===== config.mk =====
export PLATFORM = sky130hd
export DESIGN_NAME = alu_logic_result_stage
export DESIGN_NICKNAME = d
export VERILOG_FILES = /design/src/rtl/alu_logic_result_stage.sv
export SDC_FILE = /design/constraint.sdc
export NUM_CORES = 1
export LEC_CHECK = 0
export CAP_MARGIN = 15
export CORE_UTILIZATION = 43
export CTS_BUF_LIST = sky130_fd_sc_hd__clkbuf_4
export DETAILED_ROUTE_END_ITERATION = 8
export PLACE_DENSITY = 0.79
export SETUP_SLACK_MARGIN = 0.05
export SLEW_MARGIN = 30
export SYNTH_ARGS = -nofsm -noshare
export SYNTH_HDL_FRONTEND = slang
export SYNTH_SLANG_ARGS = --single-unit

===== constraint.sdc =====
create_clock -name clk -period 2.7 [get_ports clk]
set_clock_uncertainty 0.1 [all_clocks]
set_input_delay 0.54 -clock clk [delete_from_list [all_inputs] [get_ports clk]]
set_output_delay 0.54 -clock clk [all_outputs]
set_load 0.02 [all_outputs]

===== src/rtl/alu_logic_result_stage.sv =====
// Result select, status flags and a 2-entry elastic buffer behind the logic unit.
// Counts every result handed to the consumer.
module alu_logic_result_stage #(
  parameter int WIDTH     = 16,
  parameter int CNT_WIDTH = 16
) (
  input  logic                 clk,
  input  logic                 rst_n,
  input  logic                 in_valid,
  output logic                 in_ready,
  input  logic [2:0]           in_op,
  input  logic [WIDTH-1:0]     or_in,
  input  logic [WIDTH-1:0]     nor_in,
  input  logic [WIDTH-1:0]     xor_in,
  input  logic [WIDTH-1:0]     xnor_in,
  output logic                 out_valid,
  input  logic                 out_ready,
  output logic [WIDTH-1:0]     out_result,
  output logic                 out_zero,
  output logic                 out_neg,
  output logic                 out_parity,
  output logic                 out_err,
  output logic [CNT_WIDTH-1:0] result_count
);

  typedef struct packed {
    logic [WIDTH-1:0] result;
    logic             zero;
    logic             neg;
    logic             parity;
    logic             err;
  } entry_t;

  entry_t                 mem [2];
  entry_t                 new_e;
  logic                   wr_ptr;
  logic                   rd_ptr;
  logic [1:0]             count;
  logic [CNT_WIDTH-1:0]   cnt_q;
  logic                   push;
  logic                   pop;

  assign in_ready  = (count != 2'd2);
  assign out_valid = (count != 2'd0);
  assign push      = in_valid && in_ready;
  assign pop       = out_valid && out_ready;

  always_comb begin
    new_e = '0;
    unique case (1'b1)
      (in_op == 3'b000): new_e.result = or_in;
      (in_op == 3'b001): new_e.result = nor_in;
      (in_op == 3'b010): new_e.result = xor_in;
      (in_op == 3'b011): new_e.result = xnor_in;
      default:           new_e.result = '0;
    endcase
    // Illegal ops carry a forced zero result with only zero/err raised.
    if (in_op[2]) begin
      new_e.err  = 1'b1;
      new_e.zero = 1'b1;
    end else begin
      new_e.zero   = (new_e.result == '0);
      new_e.neg    = new_e.result[WIDTH-1];
      new_e.parity = ^new_e.result;
    end
  end

  always_ff @(posedge clk) begin
    if (!rst_n) begin
      mem[0] <= '0;
      mem[1] <= '0;
      wr_ptr <= 1'b0;
      rd_ptr <= 1'b0;
      count  <= 2'd0;
      cnt_q  <= '0;
    end else begin
      if (push) begin
        mem[wr_ptr] <= new_e;
        wr_ptr      <= ~wr_ptr;
      end
      if (pop) begin
        rd_ptr <= ~rd_ptr;
        cnt_q  <= cnt_q + CNT_WIDTH'(1);
      end
      unique case ({push, pop})
        2'b10:   count <= count + 2'd1;
        2'b01:   count <= count - 2'd1;
        default: count <= count;
      endcase
    end
  end

  assign out_result   = mem[rd_ptr].result;
  assign out_zero     = mem[rd_ptr].zero;
  assign out_neg      = mem[rd_ptr].neg;
  assign out_parity   = mem[rd_ptr].parity;
  assign out_err      = mem[rd_ptr].err;
  assign result_count = cnt_q;

endmodule


==> summary.txt, run 1 <==
average wire per standard cell -> 14.3 um
CTS Sinks -> 61
cell area after synthesis -> 0.00333 mm2
overall die area -> 0.00811 mm2
port bufs -> 108
HP Class -> reg2reg
initial antenna violation count -> 0
Pleak -> 1.88 nW
Placer Congestion -> 0.758
Die Y -> 90.0 um
cell taking the most area after synthesis -> edfxtp_1
Post-Synthesis Cells -> 272
critical path startpoint -> in_op[0]
Pins Over Slew Limit -> 0
initial core utilization -> 45.2%
R2R Path Start -> count[1]$_SDFFE_PN0P_
CTS Hold Buffers Added -> 0
relative slew slack -> 71.6%
drc violations -> 0
Peak VDD IR -> 0.313 mV
Post-DRT Antenna Nets -> 0
crit start category -> input port
Sum Neg Setup Slack -> 0 ps
top cells by area, synth -> edfxtp_1, dfxtp_1, mux4_1
Inserted Diodes -> 0
Final Util -> 66.3%
Met3 Routed Length -> 502 um
Logic pwr share -> 36.9%
IO Pins -> 109
post-synthesis register bit count -> 61
hold path start -> result_count[15]$_SDFFE_PN0P_
Layout Nets -> 483
Avg Cell Area, Syn -> 12.3 um2
vias in the first global route -> 2,514
worst skew pair latency -> 400 ps
top sig layer -> met4
Post-synth EDFFs -> 40
Detailed Route WL -> 7230 um
Ys Warns -> 0
routed vias/inst -> 5.02
synth unique cells -> 38
vias -> 2,538
Tot Pwr -> 3.17 mW
upper clock frequency limit -> 396 MHz
fill count -> 544
Yosys top cell area share -> 36.0%
Finish-stage setup viols -> 0
Detailed Routing Iterations Pass 1 -> 4
M1 WL -> 2800 um
most common cell after layout, fill and taps aside -> clkdlybuf4s50_1
layout cells sized above 1 -> 19.7%
clk root buf -> clkbuf_4
CTS tree -> done
# rows -> 31
period utilization -> 93.6%
switching share of power -> 29.1%
endpoint type of the worst setup path -> register
Primary FF master, synth -> edfxtp_1
NetSw -> 0.924 mW
Worst Path Arrival -> 2580 ps
Slew @ Worst Pin -> 425 ps
multi-input logic area -> 0.00161 mm2
ys async rst share -> 0%
post-DP HPWL -> 5270 um
first-pass GRT wire length -> 11,800 um
dpl cells -> 489
Die W -> 90.0 um
total track usage -> 18.9%
Final min period -> 2530 ps
starting DRC count in detailed routing -> 95
outcome -> complete, no violations
Layout Area Growth over Synthesis -> 46.7%
pwr dens -> 649 mW/mm2
Clock Power Share -> 25.3%
Reg area -> 0.00162 mm2
Max Cap Violations -> 0
total grt overflow -> 0
Setup Crit Path Kind -> in2reg
Seq/Total Area, Yosys -> 48.6%
Inserted Clock Buffers -> 9
Hold Fails Final Rpt -> 0
share of power burned in registers -> 37.8%
most frequent cells in the layout -> clkdlybuf4s50_1, nor2_1, edfxtp_1
final std cells w/o fill -> 506
RSZ-0062 raised after global routing -> no
clk buf depth -> 2
crit-path max FO -> 8
clock-pin slew on the worst setup and hold paths -> 110 ps
Met2 Wirelength -> 3830 um
Int Pwr -> 2.25 mW
Syn Nets -> 353
H-tree level count -> 3
largest net degree at the start of global routing -> 21
core region area -> 0.00737 mm2
worst endpoint required time -> 2750 ps
-- power by group through the flow --
| stage | logic (mW) | registers, mW | clock network (mW) |
|---|---|---|---|
| after floorplan | 0.692 | 1.20 | 0 |
| after global placement | 1.14 | 1.21 | 0 |
| after detailed placement | 1.15 | 1.22 | 0 |
| after CTS | 1.18 | 1.20 | 0.826 |
| after global routing | 1.26 | 1.21 | 0.864 |
| final | 1.17 | 1.20 | 0.803 |
-- critical path: stages --
cell	delay (ps)
dlygate4sd2_1	290
bufbuf_16	310
mux4_2	490
nand2_1	110
ha_1	270
xor2_2	170
xnor2_1	190
xnor2_1	160
nor3_1	60
-- cell type report --
cell class                      instances  area share (%)
Sequential cell                        61            33.2
Multi-Input combinational cell        190            32.9
Timing Repair Buffer                  135            27.3
Tap cell                               99            2.53
Clock inverter                          5            2.02
Clock buffer                           11            1.69
Inverter                                5           0.384
-- cells by family after synthesis --
kind of cell,synth area share (%)
mux,19.2
simple gates,16.3
fa+ha+maj,3.75
xor+xnor,5.78
compound gates,2.59
buf+inv,3.72
flops,48.6
-- cell usage after synthesis, drive strengths merged (2+ instances only) --
cell type and n:
mux4 16, or3 3, nor2 40, nand4 7, nor3 6, ha 10
edfxtp 40, dfxtp 21, and2 15, o21ai 5, a21boi 3, xnor2 15
mux2 20, mux2i 2, nand2b 2, nor4 5, xor2 7, nand2 25
inv 4, clkbuf 11, buf 5, nand3 2
-- what timing repair did --
item / CTS / global route
resized for setup: 3 / 1
cloned: 1 / 0
hold endpoints to repair: 0 / 0
setup buffers: 0 / 0
endpoints found under the setup margin: 2 / 2
-- through the flow --
stage | hold WS, ps | instance area (um2) | setup slack, ps
3_3_place_gp | 358 | 4660 | -376
5_1_grt | 423 | 4890 | 73.2
6_report | 385 | 4890 | 172
4_1_cts | 391 | 4880 | 86.7
2_1_floorplan | 432 | 3330 | 108
3_5_place_dp | 370 | 4660 | -423
-- final timing paths --
path / depth (start not counted) / slack (ps) / to
setup / recovery: 9 / 170 / mem[1][1]$_SDFFCE_PN0P_
hold / removal: 2 / 390 / result_count[15]$_SDFFE_PN0P_
setup reg to reg: 6 / 670 / count[1]$_SDFFE_PN0P_
hold reg to reg: 2 / 390 / result_count[15]$_SDFFE_PN0P_
-- state kept, by name (all words and copies together) (netlist names), named ones only --
name,cells
rd_ptr,1
count,2
mem,40
result_count,16
wr_ptr,1
-- metal layers --
metal,global-route usage [%],vias up
met1,20.3,1184
li1,-,1244
met3,5.58,10
met4,7.39,0
met5,0,-
met2,34.5,100
Power figures use the tool's default switching activity.
==> run 2: changes to the inputs <==
--- a/config.mk
+++ b/config.mk
@@ -6,10 +6,9 @@
 export NUM_CORES = 1
 export LEC_CHECK = 0
 export CAP_MARGIN = 15
-export CORE_UTILIZATION = 43
-export CTS_BUF_LIST = sky130_fd_sc_hd__clkbuf_4
+export CORE_UTILIZATION = 42
 export DETAILED_ROUTE_END_ITERATION = 8
-export PLACE_DENSITY = 0.79
+export PLACE_DENSITY = 0.77
 export SETUP_SLACK_MARGIN = 0.05
 export SLEW_MARGIN = 30
 export SYNTH_ARGS = -nofsm -noshare
==> summary.txt, run 2 (synthesis gave the netlist of run 1 again) <==
outcome -> complete, no violations
Layout Area Growth over Synthesis -> 47.2%
# rows -> 32
RSZ-0062 raised after global routing -> no
Hold Fails Final Rpt -> 0
clk root buf -> clkbuf_8
fin area -> 0.00491 mm2
Layout Nets -> 482
vias in the first global route -> 2,620
crit start category -> register
Sum Neg Setup Slack -> 0 ps
Setup Crit Path Kind -> reg2out
Die W -> 91.1 um
layout cells sized above 1 -> 19.0%
total track usage -> 18.9%
Peak VDD IR -> 0.278 mV
H-tree level count -> 3
Placer Congestion -> 0.782
CP max-delay cell -> clkdlybuf4s50_1
Placed Area -> 0.00466 mm2
Die Y -> 91.1 um
routed vias/inst -> 5.04
Slew @ Worst Pin -> 440 ps
initial core utilization -> 43.4%
Max Cap Violations -> 0
average wire per standard cell -> 14.4 um
relative slew slack -> 70.6%
core region area -> 0.00769 mm2
Tot Pwr -> 3.23 mW
IO Pins -> 109
largest net degree at the start of global routing -> 21
WHS -> 387 ps
HP Class -> reg2reg
first-pass GRT wire length -> 12,100 um
worst slack at placement -> -505 ps
total grt overflow -> 0
Top reg by flops -> mem
Detailed Routing Iterations Pass 1 -> 4
Final Util -> 63.8%
period utilization -> 93.1%
clock-pin slew on the worst setup and hold paths -> 60 ps
Pleak -> 1.88 nW
critical path, cell by cell -> buf_4 > mux2_2 > clkdlybuf4s50_1
Pins Over Slew Limit -> 0
dpl cells -> 490
Final min period -> 2510 ps
drc violations -> 0
initial antenna violation count -> 0
final std cells w/o fill -> 508
Detailed Route WL -> 7340 um
most frequent cells in the layout -> clkdlybuf4s50_1, nor2_1, edfxtp_1
most common cell after layout, fill and taps aside -> clkdlybuf4s50_1
overall die area -> 0.00830 mm2
worst endpoint required time -> 2060 ps
CTS tree -> done
pwr dens -> 658 mW/mm2
Inserted Diodes -> 0
Crit path largest cell delay -> 560 ps
crit-path max FO -> 20
Inserted Clock Buffers -> 9
upper clock frequency limit -> 398 MHz
vias -> 2,558
endpoint type of the worst setup path -> output pin
starting DRC count in detailed routing -> 129
worst skew pair latency -> 340 ps
clk buf depth -> 2
post-DP HPWL -> 5470 um
PnR worst setup slack -> 188 ps
port bufs -> 108
Post-DRT Antenna Nets -> 0
Finish-stage setup viols -> 0
Worst Path Arrival -> 1870 ps
CTS Sinks -> 61
max reg flops -> 40
-- run 2: final cells by class --
class	count	area, um2
clock inverters	6	77.6
fillers	631	2780
well taps	102	128
repair buffers	134	1330
clock buffers	10	128
inverters	5	18.8
multi-input cells	190	1600
flip-flops and latches	61	1620
-- run 2: power breakdown --
| group | internal, mW | switching (mW) | leakage, nW | total [mW] |
|---|---|---|---|---|
| Combinational | 0.632 | 0.542 | 1.18 | 1.17 |
| Sequential | 1.13 | 0.0724 | 0.595 | 1.20 |
| Clock | 0.510 | 0.338 | 0.105 | 0.848 |
| Total | 2.27 | 0.953 | 1.88 | 3.23 |
-- run 2: path summary, 6_finish.rpt --
| path | start | endpoint | slack, ps | depth (start not counted) |
|---|---|---|---|---|
| worst max register to register | count[0]$_SDFFE_PN0P_ | count[1]$_SDFFE_PN0P_ | 620 | 6 |
| worst max-delay path | register | out_result[12] | 190 | 3 |
| worst min register to register | result_count[15]$_SDFFE_PN0P_ | result_count[15]$_SDFFE_PN0P_ | 390 | 2 |
| worst min-delay path | result_count[15]$_SDFFE_PN0P_ | result_count[15]$_SDFFE_PN0P_ | 390 | 2 |
-- run 2: critical path: cells and delay by family (launching register included) --
family	cells	cell delay (ps)
multiplexers	1	380
flip-flops	1	310
buffers and inverters	2	840
-- run 2: timing repair --
| item | in CTS | in global routing |
|---|---|---|
| buffers inserted | 1 | 0 |
| pin swaps | 1 | 0 |
| hold buffers | 0 | 0 |
| gates resized for setup | 2 | 2 |
| gates cloned | 1 | 0 |
| setup endpoints to repair | 2 | 2 |
-- run 2: metal layers --
layer / global-route usage [%] / up-vias / share of wire [%]
li1: - / 1244 / -
met1: 21.4 / 1200 / 39
met5: 0 / - / 0
met2: 33.3 / 101 / 52
met3: 5.03 / 13 / 6.8
met4: 8.47 / 0 / 1.8
